--- src/rtl/mitll_deser_rx.sv ---
// mitll_deser_rx: serial RSFQ link receiver, start/data/[parity]/stop deframing into a one-entry valid/ready buffer
//   C clock, R sync active-high reset, A serial line (idle 0)
//   Q/Q_VALID/RDY output word buffer handshake
//   ERR_FRAME stop-bit pulse, ERR_OVF sticky overflow, ERR_PAR parity pulse, FRAME_CNT loaded-frame count
//   optional even parity bit enabled by MITLL_DESER_PARITY_EN
module mitll_deser_rx #(
    parameter int WIDTH = 8,
    parameter int CNT_W = 8
) (
    input  logic             C,
    input  logic             R,
    input  logic             A,
    output logic [WIDTH-1:0] Q,
    output logic             Q_VALID,
    input  logic             RDY,
    output logic             ERR_FRAME,
    output logic             ERR_OVF,
    output logic             ERR_PAR,
    output logic [CNT_W-1:0] FRAME_CNT
);
    localparam int BW = $clog2(WIDTH);
    localparam logic [BW-1:0] LAST = BW'(WIDTH - 1);
    typedef enum logic [1:0] {IDLE, DATA, PARITY, STOP} state_t;
    state_t st;
    logic [WIDTH-1:0] sr;
    logic [BW-1:0] cnt;
    logic par_ok;
    logic good;
`ifdef MITLL_DESER_PARITY_EN
    logic par;
    assign par_ok = ~^{sr, par};
`else
    assign par_ok = 1'b1;
    assign ERR_PAR = 1'b0;
`endif
    assign good = ~A & par_ok;
    always_ff @(posedge C) begin
        if (R) begin
            st        <= IDLE;
            sr        <= '0;
            cnt       <= '0;
            Q         <= '0;
            Q_VALID   <= 1'b0;
            ERR_FRAME <= 1'b0;
            ERR_OVF   <= 1'b0;
            FRAME_CNT <= '0;
`ifdef MITLL_DESER_PARITY_EN
            par       <= 1'b0;
            ERR_PAR   <= 1'b0;
`endif
        end else begin
            ERR_FRAME <= 1'b0;
`ifdef MITLL_DESER_PARITY_EN
            ERR_PAR   <= 1'b0;
`endif
            if (Q_VALID && RDY)
                Q_VALID <= 1'b0;
            case (st)
                IDLE: if (A) begin
                    st  <= DATA;
                    cnt <= '0;
                end
                DATA: begin
                    sr[cnt] <= A;
                    cnt     <= cnt + 1'b1;
`ifdef MITLL_DESER_PARITY_EN
                    if (cnt == LAST) st <= PARITY;
`else
                    if (cnt == LAST) st <= STOP;
`endif
                end
`ifdef MITLL_DESER_PARITY_EN
                PARITY: begin
                    par <= A;
                    st  <= STOP;
                end
`endif
                STOP: begin
                    // the stop edge always returns to IDLE, so a 1 here is never a start bit
                    st        <= IDLE;
                    ERR_FRAME <= A;
`ifdef MITLL_DESER_PARITY_EN
                    ERR_PAR   <= ~par_ok;
`endif
                    if (good) begin
                        if (!Q_VALID || RDY) begin
                            Q         <= sr;
                            Q_VALID   <= 1'b1;
                            FRAME_CNT <= FRAME_CNT + 1'b1;
                        end else
                            ERR_OVF <= 1'b1;
                    end
                end
                default: st <= IDLE;
            endcase
        end
    end
endmodule

--- config.mk ---
export PLATFORM = sky130hd
export DESIGN_NAME = mitll_deser_rx
export DESIGN_NICKNAME = d
export VERILOG_FILES = /design/src/rtl/mitll_deser_rx.sv
export SDC_FILE = /design/constraint.sdc
export NUM_CORES = 1
export LEC_CHECK = 0
export CELL_PAD_IN_SITES_DETAIL_PLACEMENT = 0
export CELL_PAD_IN_SITES_GLOBAL_PLACEMENT = 2
export CORE_MARGIN = 2
export CORE_UTILIZATION = 34
export DETAILED_ROUTE_END_ITERATION = 6
export GPL_ROUTABILITY_DRIVEN = 0
export GPL_TIMING_DRIVEN = 0
export PLACE_DENSITY = 0.9
export SLEW_MARGIN = 25
export SYNTH_ARGS = -nofsm -noshare
export SYNTH_HDL_FRONTEND = slang
export SYNTH_SLANG_ARGS = --single-unit
--- constraint.sdc ---
create_clock -name C -period 3.7 [get_ports C]
set_input_delay 1.11 -clock C [delete_from_list [all_inputs] [get_ports C]]
set_output_delay 1.11 -clock C [all_outputs]
set_load 0.02 [all_outputs]
After elaboration in Yosys (flattened, before gate mapping)
Cells that the tools add are included.

operators by class
  muxes and demuxes = 12
  add/subtract/negate cells = 2
  reductions and logical operators = 11
  bitwise gates (word level) = 3
  eq/ne operators = 5
  order comparisons = 2

operators with widths
  cell                                                                                 number
  8-bit by 1-bit adder with 8-bit output, second input constant                        1
  8-bit bitwise mux                                                                    1
  3-bit case mux with 2 select lines                                                   1
  3-bit AND reduction                                                                  2
  1-bit 2-to-1 mux                                                                     5
  3-bit by 4-bit < comparator with 1-bit output, second input constant                 1
  2-bit 2-to-1 mux                                                                     2
  2-bit inequality test, second input constant                                         2
  2-bit case mux with 2 select lines                                                   1
  2-bit AND reduction                                                                  2
  3-bit by 1-bit adder with 3-bit output, second input constant                        1
  1-bit demux with 3-bit select                                                        1
  3-bit == test, second input constant                                                 1
  3-bit by 1-bit greater-or-equal comparator with 1-bit output, second input constant  1
  3-bit 2-to-1 mux                                                                     1
  1-bit NOT                                                                            3
  2-bit by 1-bit == test with 1-bit output, second input constant                      1
  2-bit == test, second input constant                                                 1
  1-bit logical AND                                                                    2
  2-bit logical NOT                                                                    1
  2-bit nonzero test                                                                   1
  2-bit OR reduction                                                                   1
  1-bit logical NOT                                                                    1
  1-bit logical OR                                                                     1

word-level totals
  logic and storage cells = 43
  output and inout bits = 20
  flip-flop bits (word level) = 32

Depth between registers and ports, before layout
Gate-level depths: netlist of the first run.

  depth after elaboration = 5
  depth in mapped cells = 5
  depth with buffers taken out = 4

Least setup slack after synthesis of the first run
OpenSTA, ideal clock, no wires.

  path type = input to register
  from = input port RDY
  to = register FRAME_CNT[5]
  arrival time = 1872 ps
  setup slack = 1705 ps
  required time = 3577 ps
  setup time = 123 ps
  stages on the path = 4
  cells stage by stage = nor2b_1 buf_6 nor4_1 mux2_1

between the ends
  word-level cells in the longest chain between the ends = 2

RTL lines
  what                                  RTL line  RTL
  start, declared                       15        input logic RDY,
  1-bit logical OR                      86        if (!Q_VALID || RDY) begin
  3-bit AND reduction (no source line)  -
  end signal, assigned                  89        FRAME_CNT <= FRAME_CNT + 1'b1;
  end, declared                         19        output logic [CNT_W-1:0] FRAME_CNT

Every way passes these cells.
A chain may end at the register's enable or synchronous reset.

Final worst setup path of the first run
  from = register FRAME_CNT[0]
  to = output port FRAME_CNT[0]

No word-level cell between the ends.

==> flow_summary.html, run 1 <==
<table>
<tr><th>Metric</th><th>Value</th></tr>
<tr><th colspan="2">CTS</th></tr>
<tr><td>Number of buffers inserted by hold repair at cts</td><td>0</td></tr>
<tr><td>Number of buffers created by CTS</td><td>5</td></tr>
<tr><td>H-tree depth</td><td>2</td></tr>
<tr><td>Total clock sinks</td><td>32</td></tr>
<tr><td>Post-CTS setup buffers</td><td>0</td></tr>
<tr><td>Insertion delay to the later sink of the worst-skew pair</td><td>0.29 ns</td></tr>
<tr><td>Clock tree from TritonCTS</td><td>yes</td></tr>
<tr><td>Number of gates resized after CTS</td><td>0</td></tr>
<tr><td>Buffer type at the clock tree root</td><td>sky130_fd_sc_hd__clkbuf_8</td></tr>
<tr><td>Maximum count of clock buffers along a single path</td><td>2</td></tr>
<tr><td>Clock-pin slew on the worst setup and hold paths</td><td>0.07 ns</td></tr>
<tr><th colspan="2">Timing</th></tr>
<tr><td>Fin Clk Skew</td><td>0.00839 ns</td></tr>
<tr><td>Sum of negative setup slack</td><td>0 ns</td></tr>
<tr><td>Min Hold Slack</td><td>0.471 ns</td></tr>
<tr><td>Unrepaired setup endpoints after global routing</td><td>no</td></tr>
<tr><td>Period minus WS final</td><td>2.48 ns</td></tr>
<tr><td>Number of pins exceeding their max-slew limit in the final report</td><td>0</td></tr>
<tr><td>Count of final setup violators</td><td>0</td></tr>
<tr><td>Part of the cycle the worst path needs</td><td>67.0%</td></tr>
<tr><td>Upper clock frequency limit</td><td>403 MHz</td></tr>
<tr><td>Number of endpoints with negative hold slack in the final report</td><td>0</td></tr>
<tr><th colspan="2">Layout</th></tr>
<tr><td>Fillers</td><td>408</td></tr>
<tr><td>Fraction of final layout cells sized beyond drive strength 1</td><td>13.0%</td></tr>
<tr><td>Non-Filler Cell Area, Final</td><td>1840 µm²</td></tr>
<tr><td>Register area</td><td>641 µm²</td></tr>
<tr><td>Diodes inserted</td><td>0</td></tr>
<tr><td>Multi-input combinational cell area</td><td>723 µm²</td></tr>
<tr><td>Layout overhead on the synthesized area</td><td>26.3%</td></tr>
<tr><td>Number of nets in the finished design</td><td>198</td></tr>
<tr><td>Post-Layout Cell Count</td><td>242</td></tr>
<tr><th colspan="2">Die</th></tr>
<tr><td>Effective utilization at floorplan</td><td>36.0%</td></tr>
<tr><td>Die Wd</td><td>69.5 µm</td></tr>
<tr><td>Die Footprint</td><td>4830 µm²</td></tr>
<tr><td>Core footprint</td><td>4060 µm²</td></tr>
<tr><td>Floorplan row count</td><td>23</td></tr>
<tr><td>Die span in y</td><td>69.5 µm</td></tr>
<tr><td>Number of primary I/O pins</td><td>24</td></tr>
<tr><th colspan="2">Yosys</th></tr>
<tr><td>Cell area after synthesis</td><td>1460 µm²</td></tr>
<tr><td>Most used DFF post-synth</td><td>sky130_fd_sc_hd__dfxtp_1</td></tr>
<tr><td>Share of the yosys chip area belonging to registers</td><td>43.9%</td></tr>
<tr><td>Post-synthesis async set-or-reset flop share</td><td>0%</td></tr>
<tr><td>Avg Inst Size Synth</td><td>8.95 µm²</td></tr>
<tr><td>Number of enable flip-flop cells after synthesis</td><td>0</td></tr>
<tr><td>Share of the synthesized area in the top cell type</td><td>43.9%</td></tr>
<tr><td>Library cells used by synthesis</td><td>32</td></tr>
<tr><td>Synthesized flop and latch total</td><td>32</td></tr>
<tr><td>Library cell with the largest summed area after synthesis</td><td>sky130_fd_sc_hd__dfxtp_1</td></tr>
<tr><td>Synth top area cells</td><td>sky130_fd_sc_hd__dfxtp_1, sky130_fd_sc_hd__a21oi_1, sky130_fd_sc_hd__nand3_1, sky130_fd_sc_hd__o21ai_0, sky130_fd_sc_hd__mux2_1</td></tr>
<tr><td>Total number of yosys warnings</td><td>0</td></tr>
<tr><td>Gate Count Post-Synth</td><td>163</td></tr>
<tr><td>Most frequent cell after synthesis</td><td>sky130_fd_sc_hd__dfxtp_1</td></tr>
<tr><td>Net Count, Synth</td><td>170</td></tr>
<tr><td>Top cells by count, synth</td><td>sky130_fd_sc_hd__dfxtp_1, sky130_fd_sc_hd__a21oi_1, sky130_fd_sc_hd__nand3_1</td></tr>
<tr><th colspan="2">Global routing</th></tr>
<tr><td>Initial antenna violation count</td><td>0</td></tr>
<tr><td>Overall routing resource usage</td><td>14.9%</td></tr>
<tr><td>Vias in the first global route</td><td>1216</td></tr>
<tr><td>Maximum number of pins on one net before global-route repair</td><td>12</td></tr>
<tr><td>First-pass GRT wire length</td><td>5670 µm</td></tr>
<tr><td>Global route total overflow</td><td>0</td></tr>
<tr><th colspan="2">Worst setup path</th></tr>
<tr><td>Maximum fanout count along the critical path</td><td>6</td></tr>
<tr><td>Worst setup path class</td><td>register to primary output</td></tr>
<tr><td>Number of buffer and inverter stages on the critical path</td><td>1</td></tr>
<tr><td>Cell type group with the largest total delay on the critical path</td><td>buffers and inverters</td></tr>
<tr><td>Delay of the slowest critical-path stage</td><td>0.64 ns</td></tr>
<tr><td>Worst path cell trace</td><td>clkdlybuf4s50_1</td></tr>
<tr><td>Cell with the largest stage delay on the worst path</td><td>sky130_fd_sc_hd__clkdlybuf4s50_1</td></tr>
<tr><td>Data arrival time of the critical path</td><td>1.37 ns</td></tr>
<tr><td>Crit path launch type</td><td>register</td></tr>
<tr><td>Worst Path Required</td><td>2.59 ns</td></tr>
<tr><td>Kind of capture point of the worst setup path</td><td>primary output</td></tr>
<tr><th colspan="2">Power</th></tr>
<tr><td>Power density cells</td><td>391 nW/µm²</td></tr>
<tr><td>Worst voltage drop across the vdd grid</td><td>0.000187 V</td></tr>
<tr><td>Leak Pwr</td><td>0.717 nW</td></tr>
<tr><td>Total Power</td><td>0.721 mW</td></tr>
<tr><th colspan="2">Placement</th></tr>
<tr><td>Number of placed instances with taps included</td><td>234</td></tr>
<tr><td>Total cell area at the placement stage</td><td>1730 µm²</td></tr>
<tr><td>Port Buf Inserts</td><td>21</td></tr>
<tr><td>DP HPWL</td><td>2340 µm</td></tr>
<tr><th colspan="2">Routing</th></tr>
<tr><td>Routed wl met2</td><td>1480 µm</td></tr>
<tr><td>WL/cell</td><td>13.7 µm</td></tr>
<tr><td>Count of nets left with antenna violations after detail routing</td><td>0</td></tr>
<tr><td>Final Routed Wirelength</td><td>3310 µm</td></tr>
<tr><td>Uppermost layer routed</td><td>met4</td></tr>
<tr><td>Via density per instance</td><td>5.19</td></tr>
<tr><td>DRC violation count after routing</td><td>0</td></tr>
<tr><td>Sum of routed wire segments on met1</td><td>1630 µm</td></tr>
<tr><td>1st-iter DRT viols</td><td>44</td></tr>
<tr><td>Sum of met3 wire segment lengths after detailed routing</td><td>138 µm</td></tr>
<tr><td>Total via count after detailed routing</td><td>1257</td></tr>
<tr><td>First-pass DRT Iterations</td><td>4</td></tr>
<tr><th colspan="2">Flow run</th></tr>
<tr><td>Max Cap Violations</td><td>0</td></tr>
<tr><th colspan="2">Outcome</th></tr>
<tr><td>Outcome</td><td>finished, final reports clean</td></tr>
<tr><th colspan="2">Hold path</th></tr>
<tr><td>Worst Hold Class</td><td>register to register</td></tr>
</table>
-- report_power, final --
group / internal (mW) / leakage, nW / switching, mW
Combinational: 0.0140 / 0.405 / 0.0209
Clock: 0.199 / 0.0541 / 0.137
Sequential: 0.347 / 0.258 / 0.00273
Total: 0.560 / 0.717 / 0.161
-- final cells by class --
class | instances | area share, %
Multi-Input combinational cell | 115 | 39.2
Sequential cell | 32 | 34.8
Timing Repair Buffer | 21 | 11.4
Buffer | 15 | 4.96
Clock buffer | 5 | 3.73
Tap cell | 50 | 3.39
Clock inverter | 3 | 2.31
Inverter | 1 | 0.204
-- worst min-delay path, cell delays in order, from the launching register on --
cell and delay (ns):
sky130_fd_sc_hd__dfxtp_1 0.32, sky130_fd_sc_hd__nand3_1 0.06, sky130_fd_sc_hd__a21oi_1 0.05
-- cells by family (layout without fill, tap and decap cells) --
| family | after synthesis | in the layout | share of synthesized area, % |
|---|---|---|---|
| compound gates | 44 | 44 | 16.6 |
| fa+ha+maj | 3 | 3 | 2.57 |
| buf+inv | 16 | 45 | 6.52 |
| flops | 32 | 32 | 43.9 |
| mux | 5 | 5 | 3.86 |
| other cells | 1 | 1 | 0.257 |
| simple gates | 62 | 62 | 26.3 |
-- state kept, by name, summed over array words and instances, names as in the netlist --
register	flops
cnt	3
sr	8
Q	8
st	2
Q_VALID	1
FRAME_CNT	8
ERR_FRAME	1
ERR_OVF	1
-- cell usage in the layout (no fill, tap or decap), types with 4 or more instances in the layout --
cell,count
sky130_fd_sc_hd__a21oi_1,22
sky130_fd_sc_hd__buf_2,7
sky130_fd_sc_hd__clkbuf_1,4
sky130_fd_sc_hd__clkbuf_8,5
sky130_fd_sc_hd__clkdlybuf4s50_1,21
sky130_fd_sc_hd__dfxtp_1,32
sky130_fd_sc_hd__mux2_1,5
sky130_fd_sc_hd__nand2_1,5
sky130_fd_sc_hd__nand3_1,15
sky130_fd_sc_hd__nand4_1,4
sky130_fd_sc_hd__nor2_1,11
sky130_fd_sc_hd__nor2b_1,9
sky130_fd_sc_hd__nor4_1,5
sky130_fd_sc_hd__o21ai_0,13
-- per-layer routing --
| metal | vias up | track usage [%] |
|---|---|---|
| met5 | - | 0 |
| met4 | 0 | 6.54 |
| met3 | 5 | 4.94 |
| met2 | 21 | 23.8 |
| met1 | 597 | 18.1 |
| li1 | 634 | - |
-- worst paths after layout --
kind | from | end | slack [ns] | cells after the start
max reg2reg | FRAME_CNT[0]$_SDFFE_PP0P_ | FRAME_CNT[4]$_SDFFE_PP0P_ | 2.24 | 4
max | FRAME_CNT[0]$_SDFFE_PP0P_ | FRAME_CNT[0] | 1.22 | 1
min reg2reg | sr[6]$_SDFFE_PP0P_ | Q[6]$_SDFFE_PP0P_ | 0.47 | 2
min | sr[6]$_SDFFE_PP0P_ | Q[6]$_SDFFE_PP0P_ | 0.47 | 2
-- metrics by stage --
step	util [%]	setup WS, ns
after floorplan	-	1.70
after global placement	42.7	1.12
after detailed placement	42.7	1.09
after CTS	45.4	1.21
after global routing	45.4	1.15
final	45.4	1.22
(Power assumes the default switching activity.)
==> run 2: changes to the inputs <==
--- a/config.mk
+++ b/config.mk
@@ -8,11 +8,11 @@
 export CELL_PAD_IN_SITES_DETAIL_PLACEMENT = 0
 export CELL_PAD_IN_SITES_GLOBAL_PLACEMENT = 2
 export CORE_MARGIN = 2
-export CORE_UTILIZATION = 34
+export CORE_UTILIZATION = 28
 export DETAILED_ROUTE_END_ITERATION = 6
 export GPL_ROUTABILITY_DRIVEN = 0
 export GPL_TIMING_DRIVEN = 0
-export PLACE_DENSITY = 0.9
+export PLACE_DENSITY = 0.8
 export SLEW_MARGIN = 25
 export SYNTH_ARGS = -nofsm -noshare
 export SYNTH_HDL_FRONTEND = slang
==> constraint.sdc (replaced) <==
create_clock -name C -period 2 [get_ports C]
set_input_delay 0.6 -clock C [delete_from_list [all_inputs] [get_ports C]]
set_output_delay 0.6 -clock C [all_outputs]
set_load 0.02 [all_outputs]
==> flow_summary.html, run 2 (synthesis results as in run 1) <==
<table>
<tr><th>Metric</th><th>Value</th></tr>
<tr><th colspan="2">Global routing</th></tr>
<tr><td>Maximum number of pins on one net before global-route repair</td><td>12 (unchanged)</td></tr>
<tr><td>Vias in the first global route</td><td>1185 (-2.5%)</td></tr>
<tr><td>Overall routing resource usage</td><td>12.5% (-2.4 points)</td></tr>
<tr><td>Global route total overflow</td><td>0 (unchanged)</td></tr>
<tr><td>Initial antenna violation count</td><td>0 (unchanged)</td></tr>
<tr><td>First-pass GRT wire length</td><td>5890 µm (+3.9%)</td></tr>
<tr><th colspan="2">Power</th></tr>
<tr><td>Internal power</td><td>1.04 mW (+85%)</td></tr>
<tr><td>Total Power</td><td>1.34 mW (+85%)</td></tr>
<tr><td>Sw Ratio</td><td>22.4% (+0.093 points)</td></tr>
<tr><td>Power density cells</td><td>714 nW/µm² (+82%)</td></tr>
<tr><td>NetSw</td><td>0.299 mW (+86%)</td></tr>
<tr><td>Leak Pwr</td><td>0.736 nW (+2.6%)</td></tr>
<tr><td>Part of the power in combinational logic</td><td>4.9% (about the same)</td></tr>
<tr><td>Share of power burned in the clock network</td><td>46.6% (about the same)</td></tr>
<tr><td>Sequential group share of total power</td><td>48.4% (about the same)</td></tr>
<tr><td>Worst voltage drop across the vdd grid</td><td>0.000426 V (+130%)</td></tr>
<tr><th colspan="2">Die</th></tr>
<tr><td>Number of primary I/O pins</td><td>24 (unchanged)</td></tr>
<tr><td>Die Footprint</td><td>5800 µm² (+20%)</td></tr>
<tr><td>Die Wd</td><td>76.2 µm (+9.6%)</td></tr>
<tr><td>Die span in y</td><td>76.2 µm (+9.6%)</td></tr>
<tr><td>Core footprint</td><td>5070 µm² (+25%)</td></tr>
<tr><td>Effective utilization at floorplan</td><td>28.7% (-7.2 points)</td></tr>
<tr><td>Floorplan row count</td><td>26 (+13%)</td></tr>
<tr><th colspan="2">Worst setup path</th></tr>
<tr><td>RR Endpoint</td><td>FRAME_CNT[6]$_SDFFE_PP0P_</td></tr>
<tr><td>Worst Reg2Reg Path Length in Cells</td><td>4 (unchanged)</td></tr>
<tr><td>Maximum fanout count along the critical path</td><td>5 (-1)</td></tr>
<tr><td>Cell with the largest stage delay on the worst path</td><td>sky130_fd_sc_hd__clkdlybuf4s50_1</td></tr>
<tr><td>Kind of capture point of the worst setup path</td><td>primary output</td></tr>
<tr><td>Worst r2r src</td><td>FRAME_CNT[0]$_SDFFE_PP0P_</td></tr>
<tr><td>Cell type group with the largest total delay on the critical path</td><td>buffers and inverters</td></tr>
<tr><td>Internal reg-to-reg setup slack</td><td>0.53 ns (-1.71 ns)</td></tr>
<tr><td>Data arrival time of the critical path</td><td>1.33 ns (-0.04 ns)</td></tr>
<tr><td>Delay of the slowest critical-path stage</td><td>0.64 ns (about the same)</td></tr>
<tr><td>Worst path cell trace</td><td>clkdlybuf4s50_1</td></tr>
<tr><td>Worst setup path class</td><td>register to primary output</td></tr>
<tr><td>Number of buffer and inverter stages on the critical path</td><td>1 (unchanged)</td></tr>
<tr><td>Worst Path Required</td><td>1.40 ns (-1.19 ns)</td></tr>
<tr><td>Crit path launch type</td><td>register</td></tr>
<tr><th colspan="2">CTS</th></tr>
<tr><td>Number of buffers created by CTS</td><td>5 (unchanged)</td></tr>
<tr><td>Insertion delay to the later sink of the worst-skew pair</td><td>0.28 ns (about the same)</td></tr>
<tr><td>Post-CTS setup buffers</td><td>0 (unchanged)</td></tr>
<tr><td>Maximum count of clock buffers along a single path</td><td>2 (unchanged)</td></tr>
<tr><td>Clock-pin slew on the worst setup and hold paths</td><td>0.07 ns (about the same)</td></tr>
<tr><td>Total clock sinks</td><td>32 (unchanged)</td></tr>
<tr><td>H-tree depth</td><td>2 (unchanged)</td></tr>
<tr><td>Clock tree from TritonCTS</td><td>yes</td></tr>
<tr><td>Buffer type at the clock tree root</td><td>sky130_fd_sc_hd__clkbuf_8</td></tr>
<tr><td>Number of buffers inserted by hold repair at cts</td><td>0 (unchanged)</td></tr>
<tr><th colspan="2">Routing</th></tr>
<tr><td>Total via count after detailed routing</td><td>1236 (-1.7%)</td></tr>
<tr><td>Via density per instance</td><td>4.72 (-9.2%)</td></tr>
<tr><td>Count of nets left with antenna violations after detail routing</td><td>0 (unchanged)</td></tr>
<tr><td>WL/cell</td><td>12.9 µm (-5.4%)</td></tr>
<tr><td>Final Routed Wirelength</td><td>3390 µm (+2.4%)</td></tr>
<tr><td>DRC violation count after routing</td><td>0 (unchanged)</td></tr>
<tr><td>1st-iter DRT viols</td><td>40 (-9.1%)</td></tr>
<tr><td>First-pass DRT Iterations</td><td>4 (unchanged)</td></tr>
<tr><th colspan="2">Layout</th></tr>
<tr><td>Register area</td><td>641 µm² (unchanged)</td></tr>
<tr><td>Final Core Density</td><td>36.9% (-8.6 points)</td></tr>
<tr><td>Fillers</td><td>544 (+33%)</td></tr>
<tr><td>Fraction of final layout cells sized beyond drive strength 1</td><td>13.0% (unchanged)</td></tr>
<tr><td>Registers with the most flip-flops</td><td>FRAME_CNT (8), Q (8), sr (8)</td></tr>
<tr><td>Leading cell type in the layout, fill and taps excluded</td><td>sky130_fd_sc_hd__dfxtp_1</td></tr>
<tr><td>Diodes inserted</td><td>0 (unchanged)</td></tr>
<tr><td>Number of nets in the finished design</td><td>198 (unchanged)</td></tr>
<tr><td>Layout overhead on the synthesized area</td><td>28.2%</td></tr>
<tr><td>Most frequent cells in the layout</td><td>sky130_fd_sc_hd__dfxtp_1, sky130_fd_sc_hd__a21oi_1, sky130_fd_sc_hd__clkdlybuf4s50_1, sky130_fd_sc_hd__nand3_1, sky130_fd_sc_hd__o21ai_0</td></tr>
<tr><td>Multi-input combinational cell area</td><td>723 µm² (unchanged)</td></tr>
<tr><th colspan="2">Timing</th></tr>
<tr><td>Number of pins exceeding their max-slew limit in the final report</td><td>0 (unchanged)</td></tr>
<tr><td>Min Hold Slack</td><td>0.469 ns (-0.00223 ns)</td></tr>
<tr><td>Number of endpoints with negative hold slack in the final report</td><td>0 (unchanged)</td></tr>
<tr><td>Slack of the critical path</td><td>0.0749 ns (-1.14 ns)</td></tr>
<tr><td>Unrepaired setup endpoints after global routing</td><td>no</td></tr>
<tr><td>Upper clock frequency limit</td><td>519 MHz</td></tr>
<tr><td>Period minus WS final</td><td>1.93 ns</td></tr>
<tr><td>Fin Clk Skew</td><td>0.00781 ns (-0.000578 ns)</td></tr>
<tr><td>Count of final setup violators</td><td>0 (unchanged)</td></tr>
<tr><td>Part of the cycle the worst path needs</td><td>96.3%</td></tr>
<tr><th colspan="2">Hold path</th></tr>
<tr><td>Hold Path Sink</td><td>Q[3]$_SDFFE_PP0P_</td></tr>
<tr><td>Source of the worst hold timing path</td><td>sr[3]$_SDFFE_PP0P_</td></tr>
<tr><td>Hold depth</td><td>2 (unchanged)</td></tr>
<tr><td>Worst Hold Class</td><td>register to register</td></tr>
<tr><th colspan="2">Placement</th></tr>
<tr><td>Port Buf Inserts</td><td>21 (unchanged)</td></tr>
<tr><td>Pre-CTS WS</td><td>-0.111 ns (-1.20 ns)</td></tr>
<tr><td>DP HPWL</td><td>2350 µm (+0.72%)</td></tr>
<tr><th colspan="2">Flow run</th></tr>
<tr><td>Max Cap Violations</td><td>0 (unchanged)</td></tr>
<tr><th colspan="2">Outcome</th></tr>
<tr><td>Outcome</td><td>finished, final reports clean</td></tr>
</table>
-- run 2: cell types whose count changed in the layout (fill, tap and decap cells not counted) --
cell	delta
sky130_fd_sc_hd__clkdlybuf4s50_1	-1
sky130_fd_sc_hd__dlymetal6s2s_1	+1
-- run 2: repair_timing --
| item | CTS | global route |
|---|---|---|
| hold endpoints to repair | 0 | 0 |
| resized for setup | 0 | 1 |
| setup endpoints to repair | 0 | 1 |
-- run 2: worst max path at each step --
stage	from	end	slack [ns]	cells past startpoint
2_1_floorplan	RDY	FRAME_CNT[5]$_SDFFE_PP0P_	0.51	4
3_3_place_gp	A	FRAME_CNT[7]$_SDFFE_PP0P_	-0.12	4
3_5_place_dp	A	FRAME_CNT[7]$_SDFFE_PP0P_	-0.11	4
4_1_cts	FRAME_CNT[0]$_SDFFE_PP0P_	FRAME_CNT[0]	0.04	1
5_1_grt	FRAME_CNT[1]$_SDFFE_PP0P_	FRAME_CNT[1]	0.009	1
6_report	FRAME_CNT[1]$_SDFFE_PP0P_	FRAME_CNT[1]	0.07	1
-- run 2: metrics by stage --
step	setup TNS, ns	std cells	cell area (µm²)
finish	0	262	1870
global route	0	262	1870
CTS	0	262	1870
detailed placement	-1.13	254	1760
global placement	-0.672	254	1760
floorplan	0	163	1460
-- run 2: power by group through the flow --
| stage | Combinational [mW] | Sequential [mW] | Clock (mW) |
|---|---|---|---|
| floorplan | 0.0480 | 0.660 | 0 |
| global placement | 0.0664 | 0.661 | 0 |
| detailed placement | 0.0660 | 0.661 | 0 |
| CTS | 0.0667 | 0.646 | 0.641 |
| global route | 0.0733 | 0.647 | 0.665 |
| finish | 0.0661 | 0.647 | 0.623 |
-- run 2: cell type report --
cell class                      count  area share (%)
Clock buffer                        5            3.68
Clock inverter                      3            2.27
Multi-Input combinational cell    115            38.7
Timing Repair Buffer               21            11.4
Tap cell                           70            4.68
Sequential cell                    32            34.2
Inverter                            1           0.201
Buffer                             15            4.88
-- run 2: worst register-to-register path: stages (launching register included) --
cell                      delay (ns)
sky130_fd_sc_hd__dfxtp_1        0.42
sky130_fd_sc_hd__ha_1           0.26
sky130_fd_sc_hd__nand2_1        0.07
sky130_fd_sc_hd__nor4_1         0.26
sky130_fd_sc_hd__mux2_1         0.35
-- run 2: routing by layer --
metal | part of all wire [%] | track usage [%] | vias to the layer above
li1 | - | - | 635
met1 | 50 | 16.5 | 572
met2 | 45 | 19.4 | 25
met3 | 4.5 | 4.03 | 4
met4 | 0.41 | 3.82 | 0
met5 | 0 | 0 | -
